--- config.mk ---
export PLATFORM = sky130hd
export DESIGN_NAME = stream_mux_rr
export DESIGN_NICKNAME = d
export VERILOG_FILES = /design/src/rtl/stream_mux_pkg.sv /design/src/rtl/rr_arbiter.sv /design/src/rtl/stream_mux_rr.sv
export SDC_FILE = /design/constraint.sdc
export NUM_CORES = 1
export LEC_CHECK = 0
export ABC_AREA = 1
export BUFFER_PORTS_ARGS = -buffer_cell sky130_fd_sc_hd__clkbuf_2
export CORE_ASPECT_RATIO = 1.5
export CORE_MARGIN = 3
export CORE_UTILIZATION = 46
export DETAILED_ROUTE_END_ITERATION = 6
export GPL_TIMING_DRIVEN = 1
export HOLD_SLACK_MARGIN = 0.12
export PLACE_DENSITY = 0.77
export SKIP_CTS_REPAIR_TIMING = 1
export SLEW_MARGIN = 20
export SYNTH_ARGS = -nofsm -noshare
export SYNTH_HDL_FRONTEND = slang
export SYNTH_SLANG_ARGS = --single-unit
export TNS_END_PERCENT = 50
--- constraint.sdc ---
create_clock -name clk -period 2 [get_ports clk]
set_input_delay 0.2 -clock clk [delete_from_list [all_inputs] [get_ports clk]]
set_output_delay 0.2 -clock clk [all_outputs]
set_load 0.02 [all_outputs]
--- src/rtl/stream_mux_pkg.sv ---
// rtl/stream_mux_pkg.sv - shared mode encodings and output-stage state type for stream_mux_rr
package stream_mux_pkg;

   localparam logic MODE_SEL = 1'b0;
   localparam logic MODE_RR  = 1'b1;

   typedef enum logic {
      ST_EMPTY = 1'b0,
      ST_FULL  = 1'b1
   } out_state_t;

endpackage

--- src/rtl/rr_arbiter.sv ---
// rtl/rr_arbiter.sv - combinational pointer-based priority picker
module rr_arbiter #(
   parameter int NUM_CH = 4,
   localparam int SEL_W = $clog2(NUM_CH)
) (
   input  logic [NUM_CH-1:0] req,
   input  logic [SEL_W-1:0]  ptr,
   output logic [NUM_CH-1:0] gnt,
   output logic [SEL_W-1:0]  gnt_idx,
   output logic              any_gnt
);

   int               cand;
   logic [SEL_W-1:0] cidx;

   // Walk upward from ptr with wrap; the first requester found wins.
   always_comb begin
      gnt     = '0;
      gnt_idx = '0;
      any_gnt = 1'b0;
      cand    = 0;
      cidx    = '0;
      for (int k = 0; k < NUM_CH; k++) begin
         cand = int'(ptr) + k;
         if (cand >= NUM_CH) cand = cand - NUM_CH;
         cidx = SEL_W'(cand);
         if (!any_gnt && req[cidx]) begin
            gnt[cidx] = 1'b1;
            gnt_idx   = cidx;
            any_gnt   = 1'b1;
         end
      end
   end

endmodule

--- src/rtl/stream_mux_rr.sv ---
// rtl/stream_mux_rr.sv - N-channel valid/ready stream mux, direct or round-robin, registered output
module stream_mux_rr
   import stream_mux_pkg::*;
#(
   parameter int NUM_CH = 4,
   parameter int DATA_W = 8,
   localparam int SEL_W = $clog2(NUM_CH)
) (
   input  logic                     clk,
   input  logic                     rst_n,
   input  logic                     mode,
   input  logic [SEL_W-1:0]         sel,
   input  logic [NUM_CH*DATA_W-1:0] in_data,
   input  logic [NUM_CH-1:0]        in_valid,
   output logic [NUM_CH-1:0]        in_ready,
   output logic [DATA_W-1:0]        out_data,
   output logic [SEL_W-1:0]         out_ch,
   output logic                     out_valid,
   input  logic                     out_ready
);

   out_state_t        state;
   logic [SEL_W-1:0]  ptr;
   logic [NUM_CH-1:0] rr_gnt;
   logic [SEL_W-1:0]  rr_idx;
   logic              rr_any;
   logic [NUM_CH-1:0] grant;
   logic [SEL_W-1:0]  gnt_idx;
   logic              any_gnt;
   logic              load_en;
   logic              xfer;
   logic [DATA_W-1:0] ch_data [NUM_CH];

   for (genvar i = 0; i < NUM_CH; i++) begin : g_unpack
      assign ch_data[i] = in_data[i*DATA_W +: DATA_W];
   end

   rr_arbiter #(.NUM_CH(NUM_CH)) u_arb (
      .req     (in_valid),
      .ptr     (ptr),
      .gnt     (rr_gnt),
      .gnt_idx (rr_idx),
      .any_gnt (rr_any)
   );

   always_comb begin
      grant   = '0;
      gnt_idx = '0;
      any_gnt = 1'b0;
      if (mode == MODE_RR) begin
         grant   = rr_gnt;
         gnt_idx = rr_idx;
         any_gnt = rr_any;
      end else if (int'(sel) < NUM_CH && in_valid[sel]) begin
         grant[sel] = 1'b1;
         gnt_idx    = sel;
         any_gnt    = 1'b1;
      end
   end

   assign load_en   = (state == ST_EMPTY) | out_ready;
   // Gate with rst_n so no producer sees a handshake while the stage is held in reset.
   assign in_ready  = (rst_n && load_en) ? grant : '0;
   assign xfer      = any_gnt & load_en;
   assign out_valid = (state == ST_FULL);

   always_ff @(posedge clk or negedge rst_n) begin
      if (!rst_n) begin
         state    <= ST_EMPTY;
         out_data <= '0;
         out_ch   <= '0;
         ptr      <= '0;
      end else if (xfer) begin
         state    <= ST_FULL;
         out_data <= ch_data[gnt_idx];
         out_ch   <= gnt_idx;
         ptr      <= (int'(gnt_idx) == NUM_CH - 1) ? '0 : gnt_idx + 1'b1;
      end else if (out_ready) begin
         state <= ST_EMPTY;
      end
   end

endmodule

# After elaboration in Yosys (flattened, before gate mapping)
# Index checks and enable logic that the tools add are counted.
# totals
memories	0
elab_cells	97
latchBits	0
ram_bits	0
reg_bits	13
romBits	0
# op_classes
div_mod_pow	0
reduce_logical	13
multipliers	0
muxes	49
n_lt_le_gt_ge	15
n_bitwise	7
n_addsub	8
n_eq_ne	1
shifts	0
# op_table
op	n
two-way mux 4 bit	7
two-way mux 2 bit	11
two-way mux 1 bit	18
binary-select mux 8 bit (select 2 bit)	1
two-way mux 8 bit	2
< comparator 2 x 3 -> 1 bit (second input constant)	5
>= comparator 3 bit (second input constant)	4
bitwise OR 4 bit	3
binary-select mux 1 bit (select 2 bit)	5
demux 1 bit (select 2 bit)	5
>= comparator 2 x 1 -> 1 bit (second input constant)	5
logical AND 1 bit	9
subtractor 2 x 1 -> 2 bit (second input constant)	4
adder 2 x 2 -> 3 bit (second input constant)	2
adder 2 x 1 -> 3 bit (second input constant)	1
>= comparator 2 x 3 -> 1 bit (second input constant)	1
logical NOT 1 bit	3
NOT 2 -> 3 bit	1
adder 2 x 1 -> 2 bit (second input constant)	1
== test 2 x 1 -> 1 bit (second input constant)	1
nonzero test 2 bit	1
AND 1 bit	1
NOT 1 bit	1
bitwise OR 1 bit	1

# Longest topological paths before layout
# Gate-level depths: netlist of run 1.
# logic_depth
depth_word	19
depth_mapped	17
depth_no_buf	16

# By module
# From an unflattened synthesis of run 1, not the netlist that was laid out.
# unflattened
hier_cells	255
hier_area_um2	1502.7
# by_module_without_submodules
mod	area_each_um2	cells_per_inst	instances
stream_mux_rr	1062.3	181	1
rr_arbiter	440.4	74	1

# Least setup slack after synthesis of run 1
# Ideal clock, no wire load.
# synth_path
path_kind	register to output
start	register ptr[0]
end	output port in_ready[1]
path_buffers	1
required_time_ps	1800
stages_incl_launch_ff	14
arrival_ps	2023
setup_slack_ps	-223
cell_sequence	dfrtp_1 -> buf_6 -> inv_8 -> ha_1 -> inv_1 -> nand2_1 -> nand2_2 -> nor2_4 -> nand3_1 -> inv_1 -> nand2_1 -> nand3_1 -> nand2_1 -> a21oi_1
# synth_via
elab_chain_cells	16
# synth_lines
item	line_no	text
start, declared	stream_mux_rr.sv:23	logic [SEL_W-1:0] ptr;
start signal, assigned	stream_mux_rr.sv:77	ptr <= (int'(gnt_idx) == NUM_CH - 1) ? '0 : gnt_idx + 1'b1;
branches (longest 13 deep; another with adder 2 x 1 -> 3 bit)	-	
two-way mux 4 bit (*)	rr_arbiter.sv:27	if (!any_gnt && req[cidx]) begin
two-way mux 4 bit (*)	stream_mux_rr.sv:50	if (mode == MODE_RR) begin
two-way mux 4 bit (*)	stream_mux_rr.sv:63	assign in_ready = (rst_n && load_en) ? grant : '0;
end, declared	stream_mux_rr.sv:15	output logic [NUM_CH-1:0] in_ready,
# Every way passes the cells marked *. The select of a mux whose other input is x is not followed.

# Worst setup path in the final report of run 1
# layout_path
start	register ptr[0]
end	output port in_ready[2]
# The elaborated chain is that of the path after synthesis.

==> results.yml, run 1 <==
floorplanning:
  core-area_sq_um: 3450
  die_h_microns: 79.6
  dieWidth_microns: 55.1
  ios: 57
  die_area_sq_um: 4380
  num_rows: 26
  start_util_pct: 48.2
synth:
  synth-simple-area-share_pct: 51.6
  synth_top_family_by_area: "simple AND/OR/NAND/NOR gates"
  ys_ff_latch: 13
  synth.yosys.seq_area_share_pct: 19.6
  synth.distinct_cells: 29
  synth_xor_area_share_pct: 0
  synth_fa_ha_area_share_pct: 5.27
  muxShareOfSynthArea_pct: 0
  syn_nets: 309
  synth_compound_area_share_pct: 6.55
  avgSynthCellArea_sq_um: 6.39
  yosys_warnings: 0
  mappedNetlistArea_sq_um: 1660
  synthCells: 260
critical_path:
  critical_path.startpoint_type: "flop"
  critical_path_class: "reg -> out"
  cp_top_family: "simple AND/OR/NAND/NOR gates"
  critPathMaxStageDelay_ps: 440
  worst_r2r_path_depth: 16
  crit_top_cell: "nand2_2"
  cp-end-kind: "output port"
  worstPathRequired_ps: 1800
  reg2reg_to: "ptr[1]"
  regToRegStartpoint: "ptr[0]"
  crit_arrival_ps: 2020
  cp_cell_sequence: "buf_6 -> nand2_1 -> nand2_1 -> nand2_2 -> nand2_2 -> nor2_4 -> buf_4 -> nand3_1 -> nand3_2 -> nand2_2 -> a21oi_4 -> buf_6"
  reg2reg_slack_ps: -90
  cpMaxStageDelayCell: "dfrtp_2"
  crit_start: "ptr[0]"
  crit_path_max_fanout: 12
  critPathBufInv: 3
placed_design:
  numPortBuffers: 56
  place.gp.congestion: 0.837
  dp_hpwl_mm: 3.73
power:
  irDropWorstVdd_mv: 0.967
  p_leak_nw: 1.34
  p_per_area_nw_per_um2: 1560
hold_path:
  hold_start: "out_ready"
  min_path_cells: 4
  hold_class: "in -> reg"
  min_to: "out_valid"
outcome:
  violations: "setup timing"
  outcome: "complete, but fails checks"
routing:
  totalWireLength_mm: 4.66
  drt-pass1-iter-count: 4
  ant_nets: 0
  vias: 1893
  routedWlPerCell_microns: 12.4
  drc: 0
  via_per_inst: 5.05
  drt-initial-drc-count: 51
timing:
  worst_slack_ps: -222
  setup_violations: 16
  max_freq_mhz: 450
  maxSlewViolCount: 0
  setup_tns_ps: -1250
  rsz0062_at_grt: "true"
  finalCriticalPeriod_ps: 2220
  finalHoldViolCount: 0
  maxSlewHeadroom_pct: 79.7
  tightest_slew_ps: 303
  finalClockSkew_ps: 3.57
  post-route-period-util_pct: 111
finish:
  final_common_cell: "nand2_1"
  final_nets: 383
  diodes: 0
  final_cell_mix: "nand2_1 (69), clkbuf_2 (52), nand3_1 (46)"
  drive_above_1_share_pct: 42.6
  fillers: 313
  final_util_pct: 66.0
  syn_to_final_growth_pct: 37.0
clock_network:
  cts_tree: "built"
  clk_path_buf_depth: 2
  clk_pin_slew_ps: 50
  cts_sinks: 13
  cts_root_buf: "clkbuf_8"
  clk_latency_ps: 240
  cts-htree-levels: 1
  cts_inserted_buffers: 3
global_route:
  overflow: 0
  grt_pass1_wl_mm: 7.26
  antenna_found_initial: 0
  grt_use_total_pct: 21.6
  grt_max_degree: 18
  grt_pass1_vias: 1818
run:
  max-cap-violations: 0
==> registers in the layout (all words and copies together), names as in the netlist <==
register   cells
out_data       8
out_valid      1
ptr            2
out_ch         2
==> cell type report <==
type / count / area [sq um] / area share [%]
Multi-Input combinational cell: 189 / 1150 / 50.3
Timing Repair Buffer: 75 / 492 / 21.6
Sequential cell: 13 / 327 / 14.3
Inverter: 52 / 215 / 9.45
Tap cell: 42 / 52.6 / 2.31
Clock buffer: 4 / 45.0 / 1.98
==> per-layer routing <==
layer	GRT usage, %	wire (microns)	vias to the layer above
li1	-	-	958
met1	23.1	1660	849
met2	41.5	2660	78
met3	3.55	249	8
met4	4.87	92	0
met5	0	0	-
==> Yosys cell counts, drive strengths merged <==
| library cell | number | area, sq um |
|---|---|---|
| nand2 | 102 | 484 |
| nand3 | 54 | 293 |
| inv | 52 | 208 |
| dfrtp | 13 | 325 |
| nor2 | 8 | 60.1 |
| ha | 7 | 87.6 |
| buf | 6 | 75.1 |
| a21oi | 4 | 23.8 |
| o21ai | 4 | 31.3 |
| a22oi | 3 | 22.5 |
| nand4 | 2 | 12.5 |
| o21a | 2 | 15.0 |
| a32oi | 1 | 8.76 |
| nand3b | 1 | 7.51 |
| o211ai | 1 | 7.51 |
==> tightest hold or removal path, delay by kind of cell <==
kind	cells	cell delay, ps
buf+inv	2	150
simple gates	2	110
==> power breakdown <==
part | switching (mW) | internal (mW) | total (mW)
Clock | 0.0876 | 0.140 | 0.228
Combinational | 1.71 | 1.14 | 2.85
Sequential | 0.0842 | 0.391 | 0.475
Total | 1.88 | 1.67 | 3.55
==> how the worst max path moves through the flow <==
stage	to	depth (start not counted)
finish	in_ready[2]	12
global route	in_ready[2]	13
CTS	in_ready[2]	12
detailed placement	ptr[1]	14
global placement	ptr[1]	14
floorplan	out_ch[1]	14
==> logic make-up (layout without fill, tap and decap cells) <==
logic type	after synthesis	count (layout)
fa+ha+maj	7	7
simple gates	167	167
buf+inv	58	131
flops	13	13
compound gates	15	15
==> through the flow <==
step | instance area (sq um) | cells | power (mW) | setup slack, ps | hold WS, ps
after floorplan | 1720 | 260 | 2.42 | -30.5 | -95.6
after global placement | 2140 | 368 | 3.09 | -8.15 | 157
after detailed placement | 2140 | 368 | 3.14 | -35.2 | 160
after CTS | 2180 | 372 | 3.38 | -292 | -95.1
after global routing | 2280 | 375 | 3.85 | -309 | 294
final | 2280 | 375 | 3.55 | -222 | 260
No activity file was read; power rests on OpenSTA's default activity.
==> run 2: changes to the inputs <==
--- a/config.mk
+++ b/config.mk
@@ -9,11 +9,10 @@
 export BUFFER_PORTS_ARGS = -buffer_cell sky130_fd_sc_hd__clkbuf_2
 export CORE_ASPECT_RATIO = 1.5
 export CORE_MARGIN = 3
-export CORE_UTILIZATION = 46
+export CORE_UTILIZATION = 34
 export DETAILED_ROUTE_END_ITERATION = 6
 export GPL_TIMING_DRIVEN = 1
 export HOLD_SLACK_MARGIN = 0.12
-export PLACE_DENSITY = 0.77
 export SKIP_CTS_REPAIR_TIMING = 1
 export SLEW_MARGIN = 20
 export SYNTH_ARGS = -nofsm -noshare
==> run 2 against run 1 <==
The run still ends with setup timing left; register-to-register slack got worse by 80 ps; utilization is 15 points lower; wire length up 4.1%; worst setup slack better by 3.3 ps; via count shrank 1.2%; fmax is 0.15% higher; die area up 32%; cell count increased by 5.6%; power up 4.1%; clock skew down 2.1 ps; count of clock-buffer cells in the layout unchanged; non-clock buffer count fell by 2; largest power group unchanged.
==> results.yml, run 2 (same netlist as run 1, synthesis figures left out) <==
power:
  p_sw_mw: 1.94
  clkPwrFrac_pct: 6.5
  p_leak_nw: 1.36
  power.total_mw: 3.70
  internal_power_mw: 1.76
  irDropWorstVdd_mv: 0.578
  p_per_area_nw_per_um2: 1570
  switching_share_pct: 52.5
  pwr-share-seq_pct: 12.9
  pwr-share-comb_pct: 80.7
floorplanning:
  start_util_pct: 36.0
  die_h_microns: 91.6
  dieWidth_microns: 63.1
  ios: 57
  die_area_sq_um: 5780
  num_rows: 30
  core-area_sq_um: 4620
clock_network:
  cts_root_buf: "clkbuf_8"
  cts_tree: "built"
  cts_inserted_buffers: 3
  cts-htree-levels: 1
  clk_pin_slew_ps: 60
  clk_path_buf_depth: 2
  cts_sinks: 13
  clk_latency_ps: 240
placed_design:
  numPortBuffers: 56
  place.gp.congestion: 0.854
  dp_hpwl_mm: 3.84
  place_area_sq_um: 2140
  dpl_worst_slack_ps: -115
critical_path:
  crit_path_max_fanout: 4
  critical_path.startpoint_type: "flop"
  cp-end-kind: "output port"
  critPathMaxStageDelay_ps: 430
  crit_top_cell: "nand2_1"
  regToRegStartpoint: "ptr[0]"
  critical_path_class: "reg -> out"
  cp_cell_sequence: "inv_8 -> ha_4 -> inv_4 -> nand2_1 -> nand2_1 -> buf_4 -> nand3_2 -> inv_2 -> nand2_1 -> nand4_1 -> a32oi_1 -> nor2_2 -> buf_6"
  crit_start: "ptr[0]"
  cpMaxStageDelayCell: "dfrtp_2"
  worstPathRequired_ps: 1800
  crit_arrival_ps: 2020
finish:
  reg.largest.list: "out_data: 8 flops, out_ch: 2 flops, ptr: 2 flops"
  post-route-cell-area_sq_um: 2360
  diodes: 0
  regMostFlops: "out_data"
  final_cell_mix: "nand2_1 (68), clkbuf_2 (52), nand3_1 (45)"
  fillers: 494
  final_common_cell: "nand2_1"
  syn_to_final_growth_pct: 42.0
  drive_above_1_share_pct: 43.1
  seq_area_sq_um: 327
  final_nets: 382
  multi_input_area_sq_um: 1170
  largest_reg_flops: 8
routing:
  routedWlPerCell_microns: 12.3
  drc: 0
  via_per_inst: 4.72
  drt-initial-drc-count: 51
  totalWireLength_mm: 4.85
  drt-pass1-iter-count: 5
  ant_nets: 0
  vias: 1870
timing:
  max_freq_mhz: 451
  finalHoldViolCount: 0
  finalClockSkew_ps: 1.51
  worst_slack_ps: -219
  tightest_slew_ps: 304
  maxSlewHeadroom_pct: 79.7
  setup_violations: 15
  maxSlewViolCount: 0
  post-route-period-util_pct: 111
  finalCriticalPeriod_ps: 2220
  rsz0062_at_grt: "true"
outcome:
  violations: "setup timing"
  outcome: "complete, but fails checks"
global_route:
  grt_pass1_wl_mm: 8.38
  antenna_found_initial: 0
  grt_max_degree: 18
  overflow: 0
  grt_use_total_pct: 17.4
  grt_pass1_vias: 1976
hold_path:
  hold_start: "out_ready"
  hold_class: "in -> reg"
run:
  max-cap-violations: 0
[run 2: cell types whose count changed in the layout (fill, tap and decap cells not counted), sizes merged]
| cell | delta |
|---|---|
| buf | -4 |
| clkbuf | +2 |
| clkinv | +1 |
[run 2: final cells by class]
cell class,count,area share (%)
clock buffer,4,1.91
inverter,52,9.12
multi-input combinational,189,49.7
sequential,13,13.8
tap,64,3.39
timing repair buffer,73,21.8
timing repair inverter,1,0.212
[run 2: metal layers]
metal  part of all wire, %  vias up  wire length (microns)  track usage [%]
met4                   2.9        0                    143             8.66
met1                    40      825                   1930             20.0
met3                   5.5       14                    267             2.45
met5                     0        -                      0                0
met2                    52       77                   2520             30.8
li1                      -      954                      -                -
[run 2: per-stage QoR]
step                TNS, ps  utilization, %  cells  hold WS, ps
floorplan              -234               -    260        -95.6
global placement       -135            46.3    386          160
detailed placement     -853            46.3    386          160
CTS                   -2130            47.3    390        -98.6
global route          -4030            51.1    396          275
finish                -2030            51.1    396          259
[run 2: worst paths after layout]
path	end	slack (ps)	cells past startpoint
min in group asynchronous	ptr[1]	460	3
max in group asynchronous	ptr[0]	1370	3
setup / recovery	in_ready[0]	-220	13
hold / removal	out_valid	260	4
hold reg to reg	out_ch[0]	470	2
setup reg to reg	out_data[3]	-170	15
[run 2: power by group through the flow]
stage | Combinational, mW | Clock, mW | Sequential, mW
floorplan | 1.82 | 0 | 0.605
global placement | 2.58 | 0 | 0.475
detailed placement | 2.61 | 0 | 0.474
CTS | 2.62 | 0.241 | 0.472
global route | 3.32 | 0.255 | 0.488
finish | 2.98 | 0.239 | 0.476
[run 2: worst max-delay path: cells and delay by family, from the launching register on]
family / cells / cell delay [ps]
adder cells (fa/ha/maj): 1 / 300
buffers and inverters: 5 / 420
AND/OR/NAND/NOR: 6 / 400
flip-flops: 1 / 430
AO/OA/AOI/OAI: 1 / 230
==> run 3: changes to the inputs <==
--- a/config.mk
+++ b/config.mk
@@ -7,12 +7,15 @@
 export LEC_CHECK = 0
 export ABC_AREA = 1
 export BUFFER_PORTS_ARGS = -buffer_cell sky130_fd_sc_hd__clkbuf_2
+export CELL_PAD_IN_SITES_DETAIL_PLACEMENT = 0
+export CELL_PAD_IN_SITES_GLOBAL_PLACEMENT = 1
 export CORE_ASPECT_RATIO = 1.5
 export CORE_MARGIN = 3
-export CORE_UTILIZATION = 34
+export CORE_UTILIZATION = 31
 export DETAILED_ROUTE_END_ITERATION = 6
 export GPL_TIMING_DRIVEN = 1
 export HOLD_SLACK_MARGIN = 0.12
+export PLACE_DENSITY_LB_ADDON = 0.1
 export SKIP_CTS_REPAIR_TIMING = 1
 export SLEW_MARGIN = 20
 export SYNTH_ARGS = -nofsm -noshare
==> run 3 against run 2 <==
The run still ends with setup timing left; combinational power increased by 9.7%; design area rose by 5.7%; clock skew barely moved; clock power is 4% higher; power up 8.1%; critical endpoint unchanged; critical path type unchanged; first-iteration DRC count up 51%; via count increased by 1.2%; die area increased by 8.9%; flip-flop and latch count is the same; cell count grew 5.3%; fmax is 0.26% lower.
==> results.yml, run 3 (same netlist as run 1, synthesis figures left out) <==
floorplanning:
  die_h_microns: 95.7
  start_util_pct: 32.2
  die_area_sq_um: 6290
  core-area_sq_um: 5160
  num_rows: 32
  ios: 57
  dieWidth_microns: 65.8
timing:
  finalHoldViolCount: 0
  post-route-period-util_pct: 111
  tightest_slew_ps: 305
  rsz0062_at_grt: "true"
  whs_ps: 254
  finalClockSkew_ps: 1.61
  maxSlewHeadroom_pct: 79.6
  max_freq_mhz: 450
  setup_violations: 16
  finalCriticalPeriod_ps: 2220
  worst_slack_ps: -224
  maxSlewViolCount: 0
routing:
  drt-initial-drc-count: 77
  via_per_inst: 4.54
  ant_nets: 0
  vias: 1893
  routedWlPerCell_microns: 12.8
  drt-pass1-iter-count: 4
  drc: 0
  totalWireLength_mm: 5.33
critical_path:
  crit_arrival_ps: 2020
  endpoint: "in_ready[0]"
  crit_top_cell: "nand2_2"
  cpMaxStageDelayCell: "dfrtp_2"
  cp_cell_sequence: "inv_8 -> ha_4 -> inv_4 -> nand2_2 -> nand2_2 -> nor2_4 -> nand3_2 -> inv_2 -> nand2_1 -> nand4_1 -> a32oi_2 -> nor2_2 -> buf_6"
  cp-end-kind: "output port"
  cp.depth: 13
  cp_top_family: "simple AND/OR/NAND/NOR gates"
  critical_path_class: "reg -> out"
  reg2reg_to: "ptr[1]"
  regToRegStartpoint: "ptr[0]"
  worst_r2r_path_depth: 15
  critPathBufInv: 4
  reg2reg_slack_ps: -200
  crit_path_max_fanout: 5
  critical_path.startpoint_type: "flop"
  critPathMaxStageDelay_ps: 430
  crit_start: "ptr[0]"
  worstPathRequired_ps: 1800
power:
  p_per_area_nw_per_um2: 1600
  irDropWorstVdd_mv: 0.552
  p_leak_nw: 1.44
  power.total_mw: 4.00
finish:
  regMostFlops: "out_data"
  largest_reg_flops: 8
  final_nets: 399
  diodes: 0
  fillers: 550
  seq_area_sq_um: 327
  syn_to_final_growth_pct: 50.1
  final_common_cell: "nand2_1"
  multi_input_area_sq_um: 1200
  drive_above_1_share_pct: 47.0
  reg.largest.list: "out_data: 8 flops, out_ch: 2 flops, ptr: 2 flops"
  final_cell_mix: "nand2_1 (68), clkbuf_2 (52), inv_1 (41), nand3_1 (41), nand2_2 (27)"
clock_network:
  clk_latency_ps: 250
  cts_tree: "built"
  cts_inserted_buffers: 3
  cts_root_buf: "clkbuf_8"
  cts-htree-levels: 1
  cts_sinks: 13
  clk_path_buf_depth: 2
  clk_pin_slew_ps: 60
global_route:
  grt-busiest-layer: "met2"
  grt_pass1_wl_mm: 8.07
  use_met2_pct: 35.3
  antenna_found_initial: 0
  grt_use_total_pct: 16.6
  grt.met1_usage_pct: 16.5
  grt_pass1_vias: 1810
  met3_usage_pct: 1.42
  grt_max_degree: 18
  overflow: 0
placed_design:
  place.gp.congestion: 0.789
  numPortBuffers: 56
  dp_hpwl_mm: 4.28
hold_path:
  hold_class: "in -> reg"
run:
  max-cap-violations: 0
outcome:
  violations: "setup timing"
  outcome: "complete, but fails checks"
## run 3: worst min-delay path by stage
| stage | depth (start not counted) | to | startpoint |
|---|---|---|---|
| CTS | 2 | out_ch[0] | rst_n |
| global route | 4 | out_valid | out_ready |
| finish | 4 | out_valid | out_ready |
| floorplan | 0 | out_ch[0] | rst_n |
| detailed placement | 2 | out_valid | rst_n |
| global placement | 2 | out_ch[0] | rst_n |
## run 3: layout make-up
cell class / count / area share, %
Multi-Input combinational cell: 190 / 48.0
Timing Repair Buffer: 90 / 25.1
Sequential cell: 13 / 13.1
Inverter: 52 / 8.53
Tap cell: 68 / 3.41
Clock buffer: 4 / 1.81
## run 3: power by group
part,switching (mW),total [mW],internal (mW)
clock network,0.108,0.249,0.141
logic,1.83,3.27,1.44
registers,0.0874,0.478,0.391
total,2.03,4.00,1.97
## run 3: tightest hold or removal path, delay by kind of cell
| kind | cells | cell delay, ps |
|---|---|---|
| buf+inv | 2 | 150 |
| simple gates | 2 | 110 |
## run 3: routing by layer
layer	up-vias	routed length [microns]
met3	2	152
met1	866	1920
met2	37	3220
met5	-	0
li1	988	-
met4	0	39
## run 3: metrics by stage
step / util [%] / TNS [ps] / std cells / worst slack [ps] / instance area (sq um)
final: 48.3 / -2330 / 417 / -224 / 2490
after global routing: 48.3 / -4160 / 417 / -364 / 2490
after CTS: 43.2 / -1680 / 403 / -312 / 2230
after detailed placement: 42.3 / -437 / 399 / -70.3 / 2180
after global placement: 42.3 / -353 / 399 / -82.2 / 2180
after floorplan: - / -234 / 260 / -30.5 / 1720
